File: src/rtl/alu_share_arbiter_if.sv
// Request/response bundle between two command sources, one consumer and alu_share_arbiter.
interface alu_share_arbiter_if #(
    parameter int DW = 4,
    parameter int SW = 3
);
    logic [1:0]    req_valid;
    logic [1:0]    req_ready;
    logic [DW-1:0] req0_a;
    logic [DW-1:0] req1_a;
    logic [DW-1:0] req0_b;
    logic [DW-1:0] req1_b;
    logic [SW-1:0] req0_s;
    logic [SW-1:0] req1_s;
    logic          req0_cin;
    logic          req1_cin;
    logic          rsp_valid;
    logic          rsp_ready;
    logic          rsp_id;
    logic [DW-1:0] rsp_f;
    logic          rsp_cout;

    modport slave (
        input  req_valid, req0_a, req1_a, req0_b, req1_b,
        input  req0_s, req1_s, req0_cin, req1_cin, rsp_ready,
        output req_ready, rsp_valid, rsp_id, rsp_f, rsp_cout
    );

    modport master (
        output req_valid, req0_a, req1_a, req0_b, req1_b,
        output req0_s, req1_s, req0_cin, req1_cin, rsp_ready,
        input  req_ready, rsp_valid, rsp_id, rsp_f, rsp_cout
    );
endinterface

File: src/rtl/alu_share_arbiter.sv
// Shares one registered ALU between two requesters, one operation in flight at a time.
// Define FIXED_PRIORITY_EN to let port 0 win every tie instead of round-robin.
module alu_share_arbiter #(
    parameter int DW      = 4,
    parameter int SW      = 3,
    parameter int ALU_LAT = 1
) (
    input  logic               clk,
    input  logic               reset,
    alu_share_arbiter_if.slave bus,
    output logic [DW-1:0]      alu_a,
    output logic [DW-1:0]      alu_b,
    output logic [SW-1:0]      alu_s,
    output logic               alu_cin,
    input  logic [DW-1:0]      alu_f,
    input  logic               alu_cout,
    output logic               busy
);
    typedef enum logic [1:0] {IDLE = 2'd0, WAIT = 2'd1, RESP = 2'd2} state_t;

    localparam logic [2:0] LAT_INIT = 3'(ALU_LAT - 1);

    state_t        state;
    state_t        state_next;
    logic [2:0]    lat_cnt;
    logic          grant_id;
    logic          winner;
    logic [1:0]    ready;
    logic          req_fire;
    logic          rsp_fire;
    logic          rsp_valid_r;
    logic          rsp_id_r;
    logic [DW-1:0] rsp_f_r;
    logic          rsp_cout_r;
`ifndef FIXED_PRIORITY_EN
    logic          rr_ptr;
`endif

    always_comb begin
        winner = 1'b0;
`ifdef FIXED_PRIORITY_EN
        winner = ~bus.req_valid[0];
`else
        case (bus.req_valid)
            2'b10:   winner = 1'b1;
            2'b11:   winner = rr_ptr;
            default: winner = 1'b0;
        endcase
`endif
    end

    assign ready = (state == IDLE && !reset)
                 ? {bus.req_valid[1] & winner, bus.req_valid[0] & ~winner}
                 : 2'b00;
    assign req_fire      = |(bus.req_valid & ready);
    assign rsp_fire      = rsp_valid_r & bus.rsp_ready;
    assign busy          = (state != IDLE);
    assign bus.req_ready = ready;
    assign bus.rsp_valid = rsp_valid_r;
    assign bus.rsp_id    = rsp_id_r;
    assign bus.rsp_f     = rsp_f_r;
    assign bus.rsp_cout  = rsp_cout_r;

    always_ff @(posedge clk or posedge reset) begin
        if (reset) state <= IDLE;
        else       state <= state_next;
    end

    always_comb begin
        state_next = state;
        case (state)
            IDLE:    if (req_fire) state_next = WAIT;
            WAIT:    if (lat_cnt == 3'd0) state_next = RESP;
            RESP:    if (rsp_fire) state_next = IDLE;
            default: state_next = IDLE;
        endcase
    end

    // Operands stay on the ALU bus after the op completes; only reset clears them.
    always_ff @(posedge clk or posedge reset) begin
        if (reset) begin
            alu_a       <= '0;
            alu_b       <= '0;
            alu_s       <= '0;
            alu_cin     <= 1'b0;
            grant_id    <= 1'b0;
            lat_cnt     <= 3'd0;
            rsp_valid_r <= 1'b0;
            rsp_id_r    <= 1'b0;
            rsp_f_r     <= '0;
            rsp_cout_r  <= 1'b0;
        end else begin
            case (state)
                IDLE: begin
                    if (req_fire) begin
                        grant_id <= winner;
                        lat_cnt  <= LAT_INIT;
                        if (winner) begin
                            alu_a   <= bus.req1_a;
                            alu_b   <= bus.req1_b;
                            alu_s   <= bus.req1_s;
                            alu_cin <= bus.req1_cin;
                        end else begin
                            alu_a   <= bus.req0_a;
                            alu_b   <= bus.req0_b;
                            alu_s   <= bus.req0_s;
                            alu_cin <= bus.req0_cin;
                        end
                    end
                end
                WAIT: begin
                    if (lat_cnt == 3'd0) begin
                        rsp_f_r     <= alu_f;
                        rsp_cout_r  <= alu_cout;
                        rsp_id_r    <= grant_id;
                        rsp_valid_r <= 1'b1;
                    end else begin
                        lat_cnt <= lat_cnt - 3'd1;
                    end
                end
                RESP: begin
                    if (rsp_fire) rsp_valid_r <= 1'b0;
                end
                default: ;
            endcase
        end
    end

`ifndef FIXED_PRIORITY_EN
    // The port just served drops to lower priority, even if it was the only requester.
    always_ff @(posedge clk or posedge reset) begin
        if (reset)                          rr_ptr <= 1'b0;
        else if (state == RESP && rsp_fire) rr_ptr <= ~grant_id;
    end
`endif
endmodule
File: src/flat_wrapper.sv
// flat-port wrapper written by rule: the top's interface ports become plain ports
module alu_share_arbiter_flat 
#(
    parameter int DW      = 4,
    parameter int SW      = 3,
    parameter int ALU_LAT = 1
)
  (clk, reset, alu_a, alu_b, alu_s, alu_cin, alu_f, alu_cout, busy, bus_req_valid, bus_req0_a, bus_req1_a, bus_req0_b, bus_req1_b, bus_req0_s, bus_req1_s, bus_req0_cin, bus_req1_cin, bus_rsp_ready, bus_req_ready, bus_rsp_valid, bus_rsp_id, bus_rsp_f, bus_rsp_cout);
  alu_share_arbiter_if #(.DW(DW), .SW(SW)) bus_i ();
  input  logic clk;
  input  logic reset;
  output logic [DW-1:0] alu_a;
  output logic [DW-1:0] alu_b;
  output logic [SW-1:0] alu_s;
  output logic alu_cin;
  input  logic [DW-1:0] alu_f;
  input  logic alu_cout;
  output logic busy;
  input wire logic [$bits(bus_i.req_valid)-1:0] bus_req_valid;
  input wire logic [$bits(bus_i.req0_a)-1:0] bus_req0_a;
  input wire logic [$bits(bus_i.req1_a)-1:0] bus_req1_a;
  input wire logic [$bits(bus_i.req0_b)-1:0] bus_req0_b;
  input wire logic [$bits(bus_i.req1_b)-1:0] bus_req1_b;
  input wire logic [$bits(bus_i.req0_s)-1:0] bus_req0_s;
  input wire logic [$bits(bus_i.req1_s)-1:0] bus_req1_s;
  input wire logic [$bits(bus_i.req0_cin)-1:0] bus_req0_cin;
  input wire logic [$bits(bus_i.req1_cin)-1:0] bus_req1_cin;
  input wire logic [$bits(bus_i.rsp_ready)-1:0] bus_rsp_ready;
  output wire logic [$bits(bus_i.req_ready)-1:0] bus_req_ready;
  output wire logic [$bits(bus_i.rsp_valid)-1:0] bus_rsp_valid;
  output wire logic [$bits(bus_i.rsp_id)-1:0] bus_rsp_id;
  output wire logic [$bits(bus_i.rsp_f)-1:0] bus_rsp_f;
  output wire logic [$bits(bus_i.rsp_cout)-1:0] bus_rsp_cout;
  assign bus_i.req_valid = bus_req_valid;
  assign bus_i.req0_a = bus_req0_a;
  assign bus_i.req1_a = bus_req1_a;
  assign bus_i.req0_b = bus_req0_b;
  assign bus_i.req1_b = bus_req1_b;
  assign bus_i.req0_s = bus_req0_s;
  assign bus_i.req1_s = bus_req1_s;
  assign bus_i.req0_cin = bus_req0_cin;
  assign bus_i.req1_cin = bus_req1_cin;
  assign bus_i.rsp_ready = bus_rsp_ready;
  assign bus_req_ready = bus_i.req_ready;
  assign bus_rsp_valid = bus_i.rsp_valid;
  assign bus_rsp_id = bus_i.rsp_id;
  assign bus_rsp_f = bus_i.rsp_f;
  assign bus_rsp_cout = bus_i.rsp_cout;
  alu_share_arbiter #(.DW(DW), .SW(SW), .ALU_LAT(ALU_LAT)) u_core (.clk(clk), .reset(reset), .bus(bus_i), .alu_a(alu_a), .alu_b(alu_b), .alu_s(alu_s), .alu_cin(alu_cin), .alu_f(alu_f), .alu_cout(alu_cout), .busy(busy));
endmodule
File: config.mk
export PLATFORM = sky130hd
export DESIGN_NAME = alu_share_arbiter_flat
export DESIGN_NICKNAME = d
export VERILOG_FILES = /design/src/rtl/alu_share_arbiter_if.sv /design/src/rtl/alu_share_arbiter.sv /design/src/flat_wrapper.sv
export SDC_FILE = /design/constraint.sdc
export NUM_CORES = 1
export LEC_CHECK = 0
export BUFFER_PORTS_ARGS = -buffer_cell sky130_fd_sc_hd__buf_2
export CORE_MARGIN = 1.5
export CORE_UTILIZATION = 47
export CTS_CLUSTER_DIAMETER = 50
export DETAILED_ROUTE_END_ITERATION = 10
export HOLD_SLACK_MARGIN = 0.02
export PLACE_DENSITY = 0.88
export SLEW_MARGIN = 20
export SYNTH_ARGS = -nofsm -noshare
export SYNTH_HDL_FRONTEND = slang
export SYNTH_SLANG_ARGS = --single-unit
File: constraint.sdc
create_clock -name clk -period 2.3 [get_ports clk]
set_clock_uncertainty 0.05 [all_clocks]
set_input_delay 0.46 -clock clk [delete_from_list [all_inputs] [get_ports clk]]
set_output_delay 0.46 -clock clk [all_outputs]
set_load 0.02 [all_outputs]
==> results.md, run 1 <==
* RSZ-0062 raised after global routing: false
* Peak VDD IR at 1.06 mV
* Worst Setup SP: u_core.state[0]
* IO Count at 56
* Core Region at 2780 sq um
* EDFF count, synth at 0
* # resized after CTS at 0
* CTS Hold Buffers Added at 0
* Port Buffers at 55
* H-tree depth at 1
* Die area at 3270 sq um
* Setup violations, final at 0
* Post-synth top area cell: dfrtp_1
* Clk sinks at 26
* Global-route wire length before repair at 5290 microns
* Slew headroom at 0.707
* Peak Freq at 472 MHz
* Final Non-Filler Cells at 222
* Cells after Synth at 137
* Placed cell count at 219
* Cells on worst reg2reg path at 5
* Num rows at 19
* Root Buffer: clkbuf_4
* R2R Setup Slk at 0.49 ns
* Final HPWL DP at 2340 microns
* Largest net degree at the start of global routing at 27
* Least-Margin Pin Slew at 0.439 ns
* Final hold vios at 0
* Starting DRT DRC Count at 34
* Clk_lat worst skew at 0.31 ns
* Vias in the first global route at 1,197
* Share of layout cells above drive strength 1 at 0.387
* Initial core utilization at 0.496
* Die H at 57.2 microns
* Crit path capture type: output port
* Synth warn at 0
* Total Wirelength at 3160 microns
* Post-CTS Setup Bufs at 0
* Outcome: finished, final reports clean
* Startpoint types: flop
* Yosys cell types at 26
* Final setup TNS at 0 ns
* Via count at 1,270
* Crit path max fanout at 11
* Tcrit/Tclk final at 0.922
* Reg2Reg Capture Point: u_core.state[1]
* WS Path Type: reg -> out
* Max Buffers Root-to-Sink at 2
* CTS tree: built
* Crit path to: bus_req_ready[0]
* DRC viols at 0
* Post-synth top area share at 0.472
* Critical R2R Launch: u_core.lat_cnt[0]
* Post-Syn Area at 1380 sq um
* Most frequent cell after synthesis: dfrtp_1
* Slew Viols, Final at 0
* Fin crit period at 2.12 ns
* Flops & latches, synth at 26
* Wire length per cell at 14.2 microns
* CP required at 1.79 ns
* Routability cong. at 0.781
* Remaining Overflow, GRT at 0
* Seq/Total Area, Yosys at 0.472
* PwrDens at 1290 nW/um^2
* Synth-to-Final Area Change at 24.5%
* Nets at 233
* TritonCTS Buffers at 3
* Synth area leaders: dfrtp_1 47%, nand3b_1 7.6%, mux2_2 6.5%
* GRT Util Overall at 0.204
* Top FF cell, synth: dfrtp_1
* Worst-path clk slew at 0.13 ns
* Syn_nets at 177
* P_leak at 0.820 nW
* Min-delay worst type: in -> async
* Post-synth top cells: 26 x dfrtp_1, 15 x o21ai_0, 14 x nand3b_1, 12 x a21oi_1, 12 x a31oi_1
* Synthesized area per cell at 10.1 sq um
* Arrival time of the worst setup path at 1.61 ns
* Die X-Extent at 57.2 microns
* FFs w/ async S/R, synth at 1.00
* Drt via density at 5.72
* Routed Antenna Nets at 0
* Total of max-cap violations at 0
* DRT Pass-1 Iters at 4
* Initial antenna violation count at 0
* Ant diodes at 0
## state kept, by name, indices dropped and copies added, names as in the netlist, 2 cells and up
signal and count:
u_core.state 2, u_core.bus.rsp_f 4, u_core.alu_a 4, u_core.alu_s 3
u_core.alu_b 4, u_core.lat_cnt 3
## power breakdown
part	total [mW]	switching, mW	internal [mW]
clock network	0.190	0.129	0.0613
logic	1.23	0.717	0.514
registers	0.788	0.115	0.673
total	2.21	0.961	1.25
## kinds of logic (layout without fill, tap and decap cells)
kind of cell | count (synthesis) | count (layout) | share of synthesized area
muxes | 10 | 10 | 0.0799
AOI/OAI and AO/OA | 48 | 48 | 0.207
buffers and inverters | 18 | 72 | 0.0526
and+or+nand+nor | 29 | 29 | 0.134
DFF | 26 | 26 | 0.472
adders and majority gates | 6 | 6 | 0.0544
## per-layer routing
metal,share of wire,GRT usage,up-vias
met4,0.0041,0.0199,0
li1,-,-,607
met3,0.045,0.0476,2
met1,0.44,0.258,612
met5,0,0,-
met2,0.51,0.371,49
## final cells by class
cell class              count  area [sq um]
flip-flops and latches     26           651
well taps                  31          38.8
repair buffers             60           313
fillers                   234          1060
clock buffers               3          22.5
inverters                   9          33.8
multi-input cells          93           658
## cells in the final DEF (no fill, tap or decap), types with 2 or more instances in the layout
| cell type | instances |
|---|---|
| buf_4 | 5 |
| nand2_1 | 5 |
| nand2b_1 | 3 |
| a31oi_1 | 12 |
| ha_1 | 5 |
| clkbuf_4 | 3 |
| buf_2 | 55 |
| mux2_2 | 8 |
| dfrtp_1 | 26 |
| nand3b_1 | 14 |
| inv_1 | 9 |
| a21oi_1 | 12 |
| o211ai_1 | 3 |
| mux2i_1 | 2 |
| o21ai_0 | 15 |
| nor2_1 | 2 |
## worst max-delay path, cell delays in order, from the launching register on
cell and delay, ns:
dfrtp_1 0.42, inv_1 0.11, ha_2 0.30, nand3b_1 0.14
nor2b_1 0.14, buf_2 0.18
## metrics by stage
step | setup slack (ns) | utilization | hold slack [ns] | power [mW] | instance area (sq um)
after detailed placement | 0.444 | 0.608 | 0.443 | 2.02 | 1690
after global routing | 0.0909 | 0.617 | 0.180 | 2.39 | 1720
final | 0.180 | 0.617 | 0.168 | 2.21 | 1720
after floorplan | 0.300 | - | 0.393 | 1.64 | 1380
after CTS | 0.0778 | 0.616 | 0.170 | 2.21 | 1710
after global placement | 0.539 | 0.608 | 0.431 | 1.97 | 1690
## worst min path at each step
stage / startpoint / endpoint / slack [ns] / cells past startpoint
finish: reset / u_core.alu_s[0] / 0.17 / 3
global route: reset / u_core.alu_s[1] / 0.18 / 3
CTS: reset / u_core.rr_ptr / 0.17 / 3
detailed placement: u_core.bus.rsp_f[0] / u_core.bus.rsp_f[0] / 0.44 / 1
global placement: u_core.rr_ptr / u_core.rr_ptr / 0.43 / 2
floorplan: u_core.rr_ptr / u_core.rr_ptr / 0.39 / 2
(Power assumes the default switching activity.)
==> inputs of run 2 (changes only) <==
- PLACE_DENSITY: 0.88 -> 0.75
==> results.md, run 2 (synthesis results as in run 1) <==
* Die H at 57.2 microns (unchanged)
* Nets at 232 (-0.43%)
* Initial core utilization at 0.496 (unchanged)
* Final HPWL DP at 2390 microns (+1.9%)
* Storage element area at 651 sq um (unchanged)
* TritonCTS Buffers at 3 (unchanged)
* PwrDens at 1340 nW/um^2 (+4.3%)
* Setup violations, final at 0 (unchanged)
* Wire length per cell at 14.2 microns (about the same)
* Drt via density at 5.63 (-1.6%)
* Worst-path clk slew at 0.15 ns (+0.02 ns)
* Least-Margin Pin Slew at 0.442 ns (+0.00318 ns)
* Final setup TNS at 0 ns (unchanged)
* Delay-heaviest family, CP: flip-flops
* Most frequent cells in the layout: 55 x buf_2, 26 x dfrtp_1, 15 x o21ai_0
* CP max-delay cell: dfrtp_1
* Utilization after layout at 0.625 (+0.00810)
* Share of layout cells above drive strength 1 at 0.387 (unchanged)
* RSZ-0062 raised after global routing: false
* Final hold vios at 0 (unchanged)
* Slew headroom at 0.705 (-0.00212)
* Largest net degree at the start of global routing at 27 (unchanged)
* Via count at 1,250 (-1.6%)
* Arrival time of the worst setup path at 1.58 ns (-0.03 ns)
* Fin crit period at 2.09 ns (-0.0330 ns)
* Slew Viols, Final at 0 (unchanged)
* DRT Pass-1 Iters at 4 (unchanged)
* Outcome: finished, final reports clean
* IO Count at 56 (unchanged)
* # resized after CTS at 0 (unchanged)
* Crit path max fanout at 7 (-4)
* Num rows at 19 (unchanged)
* Fill count at 244 (+4.3%)
* Post-CTS Setup Bufs at 0 (unchanged)
* Die area at 3270 sq um (unchanged)
* GRT Util Overall at 0.203 (-0.00164)
* Ant diodes at 0 (unchanged)
* Port Buffers at 55 (unchanged)
* CTS tree: built
* Clk_lat worst skew at 0.33 ns (+0.02 ns)
* Routability cong. at 0.733 (-6.2%)
* WP buf/inv at 2 (unchanged)
* Min-delay worst type: in -> async
* Peak Freq at 479 MHz (+1.6%)
* Die X-Extent at 57.2 microns (unchanged)
* Global-route wire length before repair at 5300 microns (+0.26%)
* Max Buffers Root-to-Sink at 2 (unchanged)
* Vias in the first global route at 1,172 (-2.1%)
* P_leak at 0.829 nW (+1.1%)
* Hold_ws at 0.151 ns (-0.0176 ns)
* H-tree depth at 1 (unchanged)
* WS Path Type: reg -> out
* DRC viols at 0 (unchanged)
* Slowest Stage Delay on Critical Path at 0.43 ns (about the same)
* Clk sinks at 26 (unchanged)
* Starting DRT DRC Count at 33 (-2.9%)
* Root Buffer: clkbuf_4
* Total of max-cap violations at 0 (unchanged)
* Total Wirelength at 3160 microns (about the same)
* CTS Hold Buffers Added at 0 (unchanged)
* Core Region at 2780 sq um (unchanged)
* Commonest non-fill, non-tap cell in the layout: buf_2
* Tcrit/Tclk final at 0.907 (-0.0144)
* Area after DPL at 1680 sq um (-0.44%)
* Crit-path cells: inv_1 -> ha_2 -> nand3b_1 -> nor2b_1 -> buf_2
* Synth-to-Final Area Change at 26.1%
* Final standard cell area without fillers at 1740 sq um (+1.3%)
* Remaining Overflow, GRT at 0 (unchanged)
* Multi-input logic area at 658 sq um (unchanged)
* Peak VDD IR at 0.876 mV (-18%)
* Initial antenna violation count at 0 (unchanged)
* Startpoint types: flop
* CP required at 1.79 ns (about the same)
* Routed Antenna Nets at 0 (unchanged)
* Crit path capture type: output port
[run 2: final timing paths]
| path | endpoint | slack [ns] | cells past startpoint | startpoint |
|---|---|---|---|---|
| max in group asynchronous | u_core.alu_a[1] | 1.80 | 3 | reset |
| min reg2reg | u_core.rr_ptr | 0.46 | 2 | u_core.rr_ptr |
| max | bus_req_ready[0] | 0.21 | 5 | u_core.state[0] |
| min in group clk | u_core.bus.rsp_f[0] | 0.30 | 2 | alu_f[0] |
| min | u_core.state[1] | 0.15 | 3 | reset |
| max reg2reg | u_core.state[0] | 0.46 | 5 | u_core.lat_cnt[0] |
[run 2: power breakdown]
group / switching [mW] / total (mW) / internal (mW)
combinational: 0.717 / 1.23 / 0.510
clock: 0.138 / 0.315 / 0.176
sequential: 0.119 / 0.792 / 0.673
total: 0.974 / 2.33 / 1.36
[run 2: final cells by class]
type	instances	share of cell area
multi-input cells	93	0.378
flip-flops and latches	26	0.374
repair buffers	59	0.176
well taps	31	0.0223
inverters	9	0.0194
clock inverters	1	0.0173
clock buffers	3	0.0129
[run 2: worst register-to-register path, cell delays in order, from the launching register on]
cell      delay, ns
dfrtp_1        0.38
inv_1          0.11
ha_1           0.21
nand2b_1       0.12
a222oi_1       0.49
mux2_2         0.39
[run 2: per-layer routing]
metal  GRT usage  up-vias  wire length (microns)
met3      0.0272        5                    132
met2       0.353       45                   1640
met4      0.0465        0                     27
li1            -      603                      -
met1       0.270      597                   1350
met5           0        -                      0
[run 2: through the flow]
step	cells	power, mW	setup WS, ns
floorplan	137	1.64	0.300
global placement	218	1.96	0.499
detailed placement	218	2.03	0.405
CTS	222	2.35	0.132
global route	222	2.50	0.0520
finish	222	2.33	0.213
==> inputs of run 3 (changes only) <==
- CORE_UTILIZATION: 47 -> 43
- PLACE_DENSITY: 0.75 -> 0.72
- RECOVER_POWER: not set -> 25
- clock period: 2.3 -> 1.8 ns (I/O delays scaled with it)
==> results.md, run 3 (synthesis results as in run 1) <==
* Total Wirelength at 3130 microns (-0.82%)
* Outcome: finished, final reports clean
* Final HPWL DP at 2370 microns (-0.81%)
* Share of layout cells above drive strength 1 at 0.426 (+0.0390)
* Initial core utilization at 0.452 (-0.0441)
* Crit path max fanout at 5 (-2)
* RSZ-0062 raised after global routing: true
* Wire length per cell at 13.0 microns (-8.6%)
* Overall power at 2.98 mW (+28%)
* IO Count at 56 (unchanged)
* Die area at 3560 sq um (+8.8%)
* Slew headroom at 0.0516 (-0.653)
* Global-route wire length before repair at 4950 microns (-6.5%)
* Utilization after layout at 0.591 (-0.0343)
* Die H at 59.6 microns (+4.3%)
* Via count at 1,251 (+0.080%)
* Min-delay worst type: in -> reg
* DRT Pass-1 Iters at 4 (unchanged)
* Port Buffers at 55 (unchanged)
* Num rows at 20 (+1)
* Routed Antenna Nets at 0 (unchanged)
* Tcrit/Tclk final at 0.999
* Routability cong. at 0.772 (+5.3%)
* CTS Hold Buffers Added at 0 (unchanged)
* Final hold vios at 0 (unchanged)
* Initial antenna violation count at 0 (unchanged)
* Root Buffer: clkbuf_4
* TritonCTS Buffers at 3 (unchanged)
* Slowest Stage Delay on Critical Path at 0.43 ns (about the same)
* CP required at 1.39 ns (-0.40 ns)
* Remaining Overflow, GRT at 0 (unchanged)
* Slew Viols, Final at 0 (unchanged)
* H-tree depth at 1 (unchanged)
* CTS tree: built
* Delay-heaviest family, CP: flip-flops
* Crit path capture type: output port
* Least-Margin Pin Slew at 1.42 ns (+0.980 ns)
* Clk_lat worst skew at 0.31 ns (-0.02 ns)
* Setup violations, final at 0 (unchanged)
* Starting DRT DRC Count at 17 (-48%)
* Commonest non-fill, non-tap cell in the layout: buf_2
* Nets at 238 (+2.6%)
* Drt via density at 5.19 (-7.8%)
* Most frequent cells in the layout: 53 x buf_2, 26 x dfrtp_1, 15 x o21ai_0
* Core Region at 3050 sq um (+9.8%)
* P_leak at 0.840 nW (+1.3%)
* Total of max-cap violations at 0 (unchanged)
* WP buf/inv at 2 (unchanged)
* Peak Freq at 556 MHz
* Die X-Extent at 59.6 microns (+4.3%)
* Largest net degree at the start of global routing at 27 (unchanged)
* Max Buffers Root-to-Sink at 2 (unchanged)
* Synth-to-Final Area Change at 30.9%
* DRC viols at 0 (unchanged)
* Crit-path cells: inv_2 -> ha_4 -> nand3b_1 -> nor2b_1 -> buf_4
* PwrDens at 1650 nW/um^2 (+23%)
* Fin crit period at 1.80 ns
* Arrival time of the worst setup path at 1.39 ns (-0.19 ns)
* Startpoint types: flop
* Vias in the first global route at 1,162 (-0.85%)
* Ant diodes at 0 (unchanged)
* WS Path Type: reg -> out
* Worst-path clk slew at 0.14 ns (about the same)
* GRT Util Overall at 0.182 (-0.0207)
* Peak VDD IR at 0.673 mV (-23%)
* Clk sinks at 26 (unchanged)
* CP max-delay cell: dfrtp_1
run 3: cell types whose count changed in the layout (fill, tap and decap cells not counted):
cell,before,now
clkinvlp_4,0,1
ha_2,1,2
inv_2,0,2
inv_1,9,6
bufinv_16,1,0
buf_4,4,11
buf_2,55,53
clkbuf_1,0,1
ha_4,0,1
ha_1,5,3
clkbuf_8,0,1
run 3: area by class of cell:
| type | count | area, sq um |
|---|---|---|
| clock buffers | 4 | 36.3 |
| fillers | 272 | 1250 |
| inverters | 9 | 37.5 |
| multi-input cells | 93 | 673 |
| flip-flops and latches | 26 | 651 |
| well taps | 44 | 55.1 |
| repair buffers | 65 | 352 |
run 3: power breakdown:
part	internal (mW)	switching, mW	leakage (nW)
Sequential	0.860	0.155	0.303
Combinational	0.742	0.928	0.516
Clock	0.123	0.169	0.0210
Total	1.73	1.25	0.840
run 3: worst paths after layout:
path	start	end	slack (ns)	depth (start not counted)
setup / recovery	u_core.state[1]	bus_req_ready[0]	0.001	5
hold / removal	alu_cout	u_core.bus.rsp_cout	0.21	2
setup reg to reg	u_core.state[1]	u_core.state[1]	0.06	4
hold reg to reg	u_core.rr_ptr	u_core.rr_ptr	0.45	2
max in group asynchronous	reset	u_core.alu_b[0]	0.38	3
min in group asynchronous	reset	u_core.state[1]	0.50	3
run 3: per-stage QoR:
step / cells / setup TNS, ns / area [sq um] / hold WS (ns) / worst slack [ns]
2_1_floorplan: 137 / 0 / 1380 / 0.205 / 0.127
3_3_place_gp: 234 / 0 / 1730 / 0.416 / 0.122
3_5_place_dp: 234 / 0 / 1730 / 0.425 / 0.0684
4_1_cts: 239 / 0 / 1790 / 0.0813 / 0.00432
5_1_grt: 241 / -0.180 / 1800 / 0.194 / -0.0706
6_report: 241 / 0 / 1800 / 0.215 / 0.00130
run 3: repair_timing:
action,4_1_cts,5_1_grt
resized for setup,5,3
pin swaps,0,3
buffers inserted,1,2
setup endpoints to repair,3,5
run 3: per-layer routing:
layer | global-route usage | up-vias | wire length (microns)
li1 | - | 620 | -
met1 | 0.235 | 600 | 1420
met2 | 0.316 | 29 | 1590
met3 | 0.0197 | 2 | 98
met4 | 0.0635 | 0 | 27
met5 | 0 | - | 0
run 3: worst reg2reg max path: cells and delay by family (launching register included):
kind / cells / cell delay [ns]
flip-flops: 1 / 0.40
AO/OA/AOI/OAI: 1 / 0.46
adder cells (fa/ha/maj): 1 / 0.28
multiplexers: 1 / 0.38
buffers and inverters: 1 / 0.07
